`src/rtl/count_capture_fifo_if.sv`:
```
// Capture/drain bus for count_capture_fifo: sample inputs, read strobe and FIFO status.
interface count_capture_fifo_if #(
    parameter int unsigned DATA_W = 8,
    parameter int unsigned DEPTH  = 4,
    parameter int unsigned MCNT_W = 4
);
    localparam int unsigned LVL_W = $clog2(DEPTH) + 1;

    logic [DATA_W-1:0] count_in;
    logic              count_valid;
    logic              capture;
    logic              rd_en;
    logic [DATA_W-1:0] match_val;
    logic [DATA_W-1:0] dout;
    logic              dout_valid;
    logic              full;
    logic              empty;
    logic [LVL_W-1:0]  level;
    logic              overflow;
    logic              match;
    logic [MCNT_W-1:0] match_cnt;

    modport master (
        output count_in, count_valid, capture, rd_en, match_val,
        input  dout, dout_valid, full, empty, level, overflow, match, match_cnt
    );

    modport slave (
        input  count_in, count_valid, capture, rd_en, match_val,
        output dout, dout_valid, full, empty, level, overflow, match, match_cnt
    );
endinterface

```
`src/rtl/count_capture_fifo.sv`:
```
// Snapshots the event counter on capture rising edges into a FWFT FIFO,
// with sticky overflow and a saturating tally of captures equal to match_val.
module count_capture_fifo #(
    parameter int unsigned DATA_W = 8,
    parameter int unsigned DEPTH  = 4,
    parameter int unsigned MCNT_W = 4
) (
    input  logic                 clk,
    input  logic                 reset,
    count_capture_fifo_if.slave  bus
);
    localparam int unsigned PTR_W = $clog2(DEPTH);
    localparam int unsigned LVL_W = PTR_W + 1;
    localparam logic [MCNT_W-1:0] MCNT_MAX = '1;

    logic [DATA_W-1:0] mem [DEPTH];
    logic [PTR_W-1:0]  rd_ptr;
    logic [PTR_W-1:0]  wr_ptr;
    logic [LVL_W-1:0]  level_q;
    logic              capture_d;
    logic              overflow_q;
    logic              match_q;
    logic [MCNT_W-1:0] match_cnt_q;

    logic cap_edge_c;
    logic empty_c;
    logic full_c;
    logic pop_ok_c;
    logic push_ok_c;
    logic hit_c;

    // Request qualification; a full FIFO still takes a push when the head leaves in the same cycle
    always_comb begin
        cap_edge_c = 1'b0;
        empty_c    = 1'b0;
        full_c     = 1'b0;
        pop_ok_c   = 1'b0;
        push_ok_c  = 1'b0;
        hit_c      = 1'b0;

        cap_edge_c = bus.capture & ~capture_d & bus.count_valid;
        empty_c    = (level_q == '0);
        full_c     = (level_q == LVL_W'(DEPTH));
        pop_ok_c   = bus.rd_en & ~empty_c;
        push_ok_c  = cap_edge_c & (~full_c | pop_ok_c);
        hit_c      = (bus.count_in == bus.match_val);
    end

    always_ff @(posedge clk) begin
        if (reset) begin
            capture_d   <= 1'b0;
            rd_ptr      <= '0;
            wr_ptr      <= '0;
            level_q     <= '0;
            overflow_q  <= 1'b0;
            match_q     <= 1'b0;
            match_cnt_q <= '0;
        end else begin
            capture_d <= bus.capture;
            if (push_ok_c) begin
                wr_ptr <= wr_ptr + PTR_W'(1);
            end
            if (pop_ok_c) begin
                rd_ptr <= rd_ptr + PTR_W'(1);
            end
            level_q <= level_q + LVL_W'(push_ok_c) - LVL_W'(pop_ok_c);
            if (cap_edge_c && !push_ok_c) begin
                overflow_q <= 1'b1;
            end
            match_q <= push_ok_c & hit_c;
            if (push_ok_c && hit_c && (match_cnt_q != MCNT_MAX)) begin
                match_cnt_q <= match_cnt_q + MCNT_W'(1);
            end
        end
    end

    // Storage carries no reset; pointers and level define what is valid
    always_ff @(posedge clk) begin
        if (push_ok_c && !reset) begin
            mem[wr_ptr] <= bus.count_in;
        end
    end

    assign bus.dout       = empty_c ? '0 : mem[rd_ptr];
    assign bus.dout_valid = ~empty_c;
    assign bus.empty      = empty_c;
    assign bus.full       = full_c;
    assign bus.level      = level_q;
    assign bus.overflow   = overflow_q;
    assign bus.match      = match_q;
    assign bus.match_cnt  = match_cnt_q;
endmodule

```
`src/flat_wrapper.sv`:
```
// flat-port wrapper written by rule: the top's interface ports become plain ports
module count_capture_fifo_flat 
#(
    parameter int unsigned DATA_W = 8,
    parameter int unsigned DEPTH  = 4,
    parameter int unsigned MCNT_W = 4
)
  (clk, reset, bus_count_in, bus_count_valid, bus_capture, bus_rd_en, bus_match_val, bus_dout, bus_dout_valid, bus_full, bus_empty, bus_level, bus_overflow, bus_match, bus_match_cnt);
  count_capture_fifo_if #(.DATA_W(DATA_W), .DEPTH(DEPTH), .MCNT_W(MCNT_W)) bus_i ();
  input  logic clk;
  input  logic reset;
  input wire logic [$bits(bus_i.count_in)-1:0] bus_count_in;
  input wire logic [$bits(bus_i.count_valid)-1:0] bus_count_valid;
  input wire logic [$bits(bus_i.capture)-1:0] bus_capture;
  input wire logic [$bits(bus_i.rd_en)-1:0] bus_rd_en;
  input wire logic [$bits(bus_i.match_val)-1:0] bus_match_val;
  output wire logic [$bits(bus_i.dout)-1:0] bus_dout;
  output wire logic [$bits(bus_i.dout_valid)-1:0] bus_dout_valid;
  output wire logic [$bits(bus_i.full)-1:0] bus_full;
  output wire logic [$bits(bus_i.empty)-1:0] bus_empty;
  output wire logic [$bits(bus_i.level)-1:0] bus_level;
  output wire logic [$bits(bus_i.overflow)-1:0] bus_overflow;
  output wire logic [$bits(bus_i.match)-1:0] bus_match;
  output wire logic [$bits(bus_i.match_cnt)-1:0] bus_match_cnt;
  assign bus_i.count_in = bus_count_in;
  assign bus_i.count_valid = bus_count_valid;
  assign bus_i.capture = bus_capture;
  assign bus_i.rd_en = bus_rd_en;
  assign bus_i.match_val = bus_match_val;
  assign bus_dout = bus_i.dout;
  assign bus_dout_valid = bus_i.dout_valid;
  assign bus_full = bus_i.full;
  assign bus_empty = bus_i.empty;
  assign bus_level = bus_i.level;
  assign bus_overflow = bus_i.overflow;
  assign bus_match = bus_i.match;
  assign bus_match_cnt = bus_i.match_cnt;
  count_capture_fifo #(.DATA_W(DATA_W), .DEPTH(DEPTH), .MCNT_W(MCNT_W)) u_core (.clk(clk), .reset(reset), .bus(bus_i));
endmodule
```
`config.mk`:
```
export PLATFORM = sky130hd
export DESIGN_NAME = count_capture_fifo_flat
export DESIGN_NICKNAME = d
export VERILOG_FILES = /design/src/rtl/count_capture_fifo_if.sv /design/src/rtl/count_capture_fifo.sv /design/src/flat_wrapper.sv
export SDC_FILE = /design/constraint.sdc
export NUM_CORES = 1
export LEC_CHECK = 0
export ABC_AREA = 1
export CAP_MARGIN = 30
export CORE_ASPECT_RATIO = 0.6
export CORE_MARGIN = 5
export CORE_UTILIZATION = 52
export DETAILED_ROUTE_END_ITERATION = 8
export GPL_ROUTABILITY_DRIVEN = 1
export HOLD_SLACK_MARGIN = 0.12
export PLACE_DENSITY = 0.79
export SLEW_MARGIN = 25
export SYNTH_ARGS = -nofsm -noshare
export SYNTH_HDL_FRONTEND = slang
export SYNTH_SLANG_ARGS = --single-unit
```
`constraint.sdc`:
```
create_clock -name clk -period 2.7 [get_ports clk]
set_clock_uncertainty 0.15 [all_clocks]
set_input_delay 0.27 -clock clk [delete_from_list [all_inputs] [get_ports clk]]
set_output_delay 0.27 -clock clk [all_outputs]
set_load 0.05 [all_outputs]
```
==> results.cfg <==
[cts]
clk_pin_slew_ps = 90
htreeDepth = 2
cts_tree = yes
cts_buffers = 5
cts_max_path_buffers = 2
postCtsSetupBuffers = 0
clock-root-buffer = clkbuf_8
cts_hold_buf = 0
clock_latency_ps = 300
ctsResizeCount = 0
clock-sinks = 48

[timing]
setup-tns-final_ps = 0
relSlewSlack_pct = 57.0
finalCritPeriodShare_pct = 86.4
final_hold_viol_count = 0
tightest_slew_ps = 644
rsz0062_at_grt = false
fmax_ghz = 0.429
period_minus_slack_ps = 2330
setup-violations-final = 0
slew_viol_final = 0

[cells_and_area]
fin_area_sq_um = 2860
drive_gt1_share_pct = 12.7
syn_to_final_growth_pct = 26.1
layout_commonest_cell = nor2_1
diodes = 0
fillers = 330
fin_nets = 328
final_cell_mix = 50 x nor2_1, 41 x inv_1, 38 x nand2_1

[global_routing]
grt_overflow = 0
grt.total_usage_pct = 17.7
antenna_found_initial = 0
grt_pass1_wl_um = 7660
grt_pass1_vias = 1674
grt_max_degree = 18

[worst_hold_path]
hp-class = reg2reg

[critical_path]
critPathLaunchType = flip-flop
path_class = reg2out
crit_fanout = 17
critPathCaptureType = output pin
worstPathArrival_ps = 1910
worstPathRequired_ps = 2280

[placed_design]
dp_hpwl_um = 3540
dpl-instance-area_sq_um = 2750
gp_congestion = 0.819
io_buffers = 40

[synth]
synth_xor_area_share_pct = 1.16
synth_area_sq_um = 2270
netlist_instances = 251
synth_top_family_by_area = simple AND/OR/NAND/NOR gates
synth-compound-area-share_pct = 7.56
muxShareOfSynthArea_pct = 0
ys_ff_latch = 48
synth-simple-area-share_pct = 21.5
synth_fa_ha_area_share_pct = 4.75
ys_seq_area_share_pct = 56.5
yosysWarnings = 0
syn_nets = 280
netlist-cell-type-count = 25
synth.avg_cell_area_sq_um = 9.03

[power_and_ir_drop]
peakVddDrop_mv = 0.383
leakage_nw = 1.21
powerDensity_nw_per_um2 = 899

[drt]
route.met3.wl_um = 310
wl_met1_um = 2260
wl_per_cell_um = 13.0
wl_met2_um = 2050
drtPass1Iterations = 4
top_layer = met4
routed_wl_um = 4680
drc = 0
vias = 1727
drtIter0Drc = 129
via_per_inst = 4.80
drt.antenna.violating_nets = 0

[status]
status = completed

[floorplanning]
core-area_sq_um = 4170
num_rows = 18
dieArea_sq_um = 5820
die_x_um = 95.2
start_util_pct = 54.4
ioPinCount = 41
fp.dieH_um = 61.1

[run]
cap_violations = 0
[flip-flops by register name, indices dropped and copies added (netlist names), named ones only]
name,flops
u_core.mem,32
u_core.bus.match_cnt,4
u_core.bus.level,3
u_core.rd_ptr,2
u_core.wr_ptr,2
u_core.bus.match,1
u_core.bus.overflow,1
u_core.capture_d,1
[area by class of cell]
| type | count | area (sq um) | share of cell area (%) |
|---|---|---|---|
| Sequential cell | 48 | 1280 | 44.9 |
| Multi-Input combinational cell | 153 | 792 | 27.7 |
| Timing Repair Buffer | 46 | 433 | 15.2 |
| Inverter | 45 | 169 | 5.91 |
| Clock buffer | 6 | 93.8 | 3.29 |
| Tap cell | 60 | 75.1 | 2.63 |
| Clock inverter | 2 | 12.5 | 0.438 |
[power breakdown]
group | internal, W | total [W] | switching, W
registers | 0.000829 | 0.000901 | 0.0000718
clock network | 0.000237 | 0.000476 | 0.000239
logic | 0.000394 | 0.00119 | 0.000796
[logic make-up (layout without fill, tap and decap cells)]
logic type	after synthesis	after routing
AOI/OAI and AO/OA	34	34
xor gates and xnor gates	3	3
adders and majority gates	8	8
buffers and inverters	50	99
DFF	48	48
and+or+nand+nor	108	108
[per-stage QoR]
stage	utilization, %	power, W	hold slack [ps]	worst slack [ps]	std cells
CTS	68.6	0.00258	326	350	360
global placement	66.0	0.00208	303	433	352
finish	68.6	0.00257	331	367	360
floorplan	-	0.00170	191	317	251
detailed placement	66.0	0.00211	310	368	352
global route	68.6	0.00269	364	128	360
[metal layers]
layer,vias to the layer above,global-route usage (%)
met5,-,0
met4,0,5.75
met3,8,4.15
met2,42,27.3
met1,786,24.9
li1,891,-
[synthesized netlist by cell type, drive strengths merged]
master | count | area [sq um]
buf | 4 | 20.0
and2 | 1 | 7.51
clkbuf | 1 | 3.75
nand4 | 3 | 18.8
a21oi | 13 | 65.1
clkinv | 1 | 3.75
nand3 | 6 | 35.0
fa | 1 | 20.0
nor3 | 1 | 5.00
nor2 | 56 | 249
o21ai | 20 | 100
nand2 | 41 | 171
xnor2 | 3 | 26.3
dfxtp | 16 | 320
edfxtp | 32 | 961
inv | 44 | 165
a31oi | 1 | 6.26
ha | 7 | 87.6
[final timing paths]
path	cells past startpoint	end	slack, ps	start
hold reg to reg	2	u_core.rd_ptr[1]$_SDFFE_PP0P_	330	u_core.rd_ptr[1]$_SDFFE_PP0P_
hold / removal	2	u_core.rd_ptr[1]$_SDFFE_PP0P_	330	u_core.rd_ptr[1]$_SDFFE_PP0P_
setup / recovery	4	bus_dout[0]	370	flip-flop
setup reg to reg	8	u_core.bus.level[2]$_SDFF_PP0_	590	u_core.bus.level[2]$_SDFF_PP0_
[worst max-delay path, stage by stage, from the launching register on]
cell,delay (ps)
dfxtp_1,740
inv_2,260
o21ai_0,280
a21oi_1,120
buf_4,210
(Power assumes the default switching activity.)
==> patch 1 (same settings) <==
Make the reset (`reset`) asynchronous in one clocked block.
--- a/src/rtl/count_capture_fifo.sv
+++ b/src/rtl/count_capture_fifo.sv
@@ -48,3 +48,3 @@
 
-    always_ff @(posedge clk) begin
+    always_ff @(posedge clk or posedge reset) begin
         if (reset) begin
Check against the original RTL: differs if reset is asserted again (counterexample within 4 cycles, from zero or initial values and one cycle with reset high); with reset held inactive, the same outputs for 10 cycles.
==> patch 1 against the original RTL <==
- area after synthesis decreased by 3.8%
- power up 6.5%
- routed wire length down 8.1%
- sequential power grew 6.9%
- die area down 3.2%
- cell count shrank 9.2%
- final area fell by 4.1%
- count of clock-buffer cells in the layout is 2 higher
- worst setup slack improved by 15 ps
- sequential cell count down 2
- via count is 9.7% lower
- first-iteration DRC count is 43% lower
- critical path type unchanged
- critical endpoint is now bus_dout[2]
- largest power group unchanged
==> patch 1: results (changes against the original RTL) <==
\begin{tabular}{lr}
\hline
Metric & Value \\
\hline
\multicolumn{2}{l}{\textbf{Run status}} \\
Status & complete, no violations \\
\multicolumn{2}{l}{\textbf{Detailed routing}} \\
Number of design-rule violations left by the first detailed-router iteration & 73 (-43\%) \\
WL met3 & 343 µm (+11\%) \\
Total Routed Length & 4.30 mm (-8.1\%) \\
Routed met1 length & 1.96 mm (-13\%) \\
Met2 routed WL & 1.94 mm (-5.5\%) \\
\multicolumn{2}{l}{\textbf{Final layout}} \\
Proportion of cell area occupied by registers & 0.479 (+0.0302) \\
Area of the multi-input gates & 711 µm² (-10\%) \\
Final clock-cell share & 0.0292 (-0.00799) \\
Filler Cell Count & 317 (-3.9\%) \\
Area Overhead vs Synth & 25.6\% \\
Layout net count & 295 (-10\%) \\
Layout cells sized above 1 & 0.112 (-0.0143) \\
\multicolumn{2}{l}{\textbf{Clock network}} \\
Clk sink count & 46 (-4.2\%) \\
\multicolumn{2}{l}{\textbf{Global route}} \\
Largest net degree at the start of global routing & 20 (+2) \\
Wire length of the first global-routing pass & 6.90 mm (-9.9\%) \\
M1 GR Usage & 0.234 (-0.0151) \\
GRT Overall Usage & 0.169 (-0.00780) \\
Vias in the first global route & 1408 (-16\%) \\
\multicolumn{2}{l}{\textbf{Synth}} \\
Nets in the synthesized netlist & 247 (-12\%) \\
FFs w/ async S/R, synth & 0.304 (+0.304) \\
Most used standard cells in the synthesized netlist & 44 x sky130\_fd\_sc\_hd\_\_nor2\_1, 36 x sky130\_fd\_sc\_hd\_\_nand2\_1, 32 x sky130\_fd\_sc\_hd\_\_edfxtp\_1 \\
Main area contributors after synthesis & sky130\_fd\_sc\_hd\_\_edfxtp\_1 44\%, sky130\_fd\_sc\_hd\_\_dfrtp\_1 16\%, sky130\_fd\_sc\_hd\_\_nor2\_1 7.6\% \\
\multicolumn{2}{l}{\textbf{Min path}} \\
Type of the tightest min-delay check & in2async \\
\multicolumn{2}{l}{\textbf{Worst setup path}} \\
Largest stage delay on the critical path & 540 ps (-200 ps) \\
Critical path fanouts, max & 9 (-8) \\
\multicolumn{2}{l}{\textbf{Power and ir drop}} \\
Switch share & 0.461 (+0.0297) \\
Static leakage & 1.17 nW (-2.8\%) \\
Part of the power in the clock network & 0.143 (-0.042) \\
Combinational power share & 0.504 (+0.040) \\
\multicolumn{2}{l}{\textbf{Placed design}} \\
Routability Congestion & 0.764 (-6.7\%) \\
\hline
\end{tabular}
## patch 1: metrics by stage
stage,instances,worst slack [ps]
2_1_floorplan,218,290
3_3_place_gp,319,457
3_5_place_dp,319,401
4_1_cts,327,362
5_1_grt,327,170
6_report,327,382
## patch 1: path summary, 6_finish.rpt
check                                           to  depth (start not counted)  slack [ps]                 from
min in group clk                  u_core.capture_d                          1         290          bus_capture
max in group asynchronous      u_core.bus.level[1]                          3        2080                reset
hold reg to reg                u_core.bus.overflow                          1         330  u_core.bus.overflow
hold / removal             u_core.bus.match_cnt[3]                          3         150                reset
setup reg to reg               u_core.bus.level[1]                          8         520  u_core.bus.level[1]
setup / recovery                       bus_dout[2]                          5         380     u_core.rd_ptr[1]
## patch 1: kinds of logic after synthesis
group / count (synthesis) / synth area share
flops: 46 / 0.601
buf+inv: 38 / 0.0729
fa+ha+maj: 8 / 0.0493
compound gates: 26 / 0.0614
xor+xnor: 7 / 0.0281
simple gates: 93 / 0.187
==> patch 2 (same flow settings) <==
Made on the original files. `MCNT_W` is set to 4 in 3 places; all go to 5.
--- a/src/rtl/count_capture_fifo_if.sv
+++ b/src/rtl/count_capture_fifo_if.sv
@@ -4,3 +4,3 @@
     parameter int unsigned DEPTH  = 4,
-    parameter int unsigned MCNT_W = 4
+    parameter int unsigned MCNT_W = 5
 );
--- a/src/rtl/count_capture_fifo.sv
+++ b/src/rtl/count_capture_fifo.sv
@@ -5,3 +5,3 @@
     parameter int unsigned DEPTH  = 4,
-    parameter int unsigned MCNT_W = 4
+    parameter int unsigned MCNT_W = 5
 ) (
--- a/src/flat_wrapper.sv
+++ b/src/flat_wrapper.sv
@@ -5,3 +5,3 @@
     parameter int unsigned DEPTH  = 4,
-    parameter int unsigned MCNT_W = 4
+    parameter int unsigned MCNT_W = 5
 )
Interface: changed (resized bus_match_cnt); port bits go from 41 to 42. The function was not compared with the original's and may differ.
==> patch 2 against the original RTL <==
- via count down 1.7%
- power rose by 3.5%
- first-iteration DRC count down 36%
- worst hold slack improved by 11 ps
- area after synthesis up 0.33%
- largest power group unchanged
- final area increased by 1.2%
- critical path depth unchanged
- critical path type unchanged
- routed wire length grew 6.1%
- worst setup slack improved by 17 ps
- utilization up 0.81 points
- die area grew 0.29%
- sequential cell count up 1
- critical endpoint is now bus_dout[3]
==> patch 2: results (changes against the original RTL) <==
\begin{tabular}{lr}
\hline
Metric & Value \\
\hline
\multicolumn{2}{l}{\textbf{Final layout}} \\
Multi-input gate share of total cell area & 0.277 (about the same) \\
Data buffer area share & 0.156 (+0.00429) \\
Comb\_multi\_in & 148 (-3.3\%) \\
Count of clock-net buffers in the final layout & 7 (+1) \\
Final clock-cell share & 0.0403 (+0.00303) \\
Layout net count & 321 (-2.1\%) \\
Proportion of cell area occupied by registers & 0.450 (+0.00168) \\
Nonclk inv count & 39 (-13\%) \\
Seq Cell Count & 49 (+2.1\%) \\
Filler Cell Count & 335 (+1.5\%) \\
\multicolumn{2}{l}{\textbf{Detailed routing}} \\
Detailed-route wire length per cell & 14.1 µm (+8.5\%) \\
Number of vias in the routed layout & 1697 (-1.7\%) \\
Number of design-rule violations left by the first detailed-router iteration & 83 (-36\%) \\
\multicolumn{2}{l}{\textbf{Placed design}} \\
Count of port buffers added during placement & 41 (+2.5\%) \\
Routability Congestion & 0.802 (-2.1\%) \\
Worst slack after detailed placement & 305 ps (-63.1 ps) \\
Detailed placement HPWL & 3.69 mm (+4.1\%) \\
Area of placed instances & 2770 µm² (+0.86\%) \\
\multicolumn{2}{l}{\textbf{Synth}} \\
Most used standard cells in the synthesized netlist & 53 x sky130\_fd\_sc\_hd\_\_nor2\_1, 37 x sky130\_fd\_sc\_hd\_\_inv\_1, 32 x sky130\_fd\_sc\_hd\_\_edfxtp\_1 \\
Xor-xnor portion of the synthesized cell area & 0.0308 (+0.0192) \\
Nets in the synthesized netlist & 272 (-2.9\%) \\
Main area contributors after synthesis & sky130\_fd\_sc\_hd\_\_edfxtp\_1 42\%, sky130\_fd\_sc\_hd\_\_dfxtp\_1 15\%, sky130\_fd\_sc\_hd\_\_nor2\_1 8.8\% \\
Sequential cell area fraction in the yosys report & 0.572 (+0.00694) \\
Adder and majority cell fraction of the synthesized area & 0.0528 (+0.00535) \\
\multicolumn{2}{l}{\textbf{Global route}} \\
Vias in the first global route & 1627 (-2.8\%) \\
GRT Overall Usage & 0.190 (+0.0130) \\
Wire length of the first global-routing pass & 8.06 mm (+5.2\%) \\
\multicolumn{2}{l}{\textbf{Min path}} \\
Endpoint of the worst hold path & u\_core.rd\_ptr[0] \\
Source of the worst hold timing path & u\_core.rd\_ptr[0] \\
Worst hold path depth & 1 (-1) \\
\multicolumn{2}{l}{\textbf{Run status}} \\
Status & complete, no violations \\
\multicolumn{2}{l}{\textbf{Worst setup path}} \\
Setup slack of the most critical reg-to-reg path & 460 ps (-130 ps) \\
Critical path fanouts, max & 16 (-1) \\
\multicolumn{2}{l}{\textbf{Power and ir drop}} \\
Static leakage & 1.19 nW (-1.0\%) \\
Max IR drop VDD & 0.000492 V (+29\%) \\
\multicolumn{2}{l}{\textbf{Timing}} \\
Hold Worst Slack & 342 ps (+11.4 ps) \\
\hline
\end{tabular}
## patch 2: changes by cell type after synthesis, sizes merged
cell / before / now
inv: 44 / 39
xnor2: 3 / 6
clkinv: 1 / 0
ha: 7 / 8
nor4: 0 / 1
nand2: 41 / 30
buf: 4 / 2
dfxtp: 16 / 17
nand4: 3 / 4
clkbuf: 1 / 4
and2: 1 / 0
xor2: 0 / 2
nand3: 6 / 4
nor2: 56 / 57
## patch 2: power breakdown
group | internal (W) | switching, W
clock network | 0.000302 | 0.000232
registers | 0.000844 | 0.0000613
logic | 0.000396 | 0.000820
total | 0.00154 | 0.00111
## patch 2: per-stage QoR
| step | util | instances |
|---|---|---|
| after floorplan | - | 242 |
| after global placement | 0.666 | 344 |
| after detailed placement | 0.666 | 344 |
| after CTS | 0.694 | 352 |
| after global routing | 0.694 | 352 |
| final | 0.694 | 352 |
## patch 2: metal layers
metal  part of all wire  track usage  vias to the layer above
met2               0.46        0.312                       41
li1                   -            -                      873
met5                  0            0                        -
met3              0.055       0.0366                        2
met4             0.0022       0.0370                        0
met1               0.48        0.267                      781
## patch 2: worst max-delay path by stage
stage / startpoint / cells after the start / to
4_1_cts: flop / 4 / bus_dout[3]
3_3_place_gp: bus_rd_en / 9 / u_core.bus.level[1]
5_1_grt: flop / 4 / bus_dout[3]
6_report: flop / 4 / bus_dout[3]
2_1_floorplan: u_core.bus.level[2] / 9 / u_core.bus.level[2]
3_5_place_dp: bus_rd_en / 9 / u_core.bus.level[1]
## patch 2: critical path, stage by stage (launching register included)
cell	delay [ps]
sky130_fd_sc_hd__dfxtp_1	680
sky130_fd_sc_hd__inv_2	260
sky130_fd_sc_hd__o21ai_0	330
sky130_fd_sc_hd__a21oi_1	120
sky130_fd_sc_hd__buf_4	200
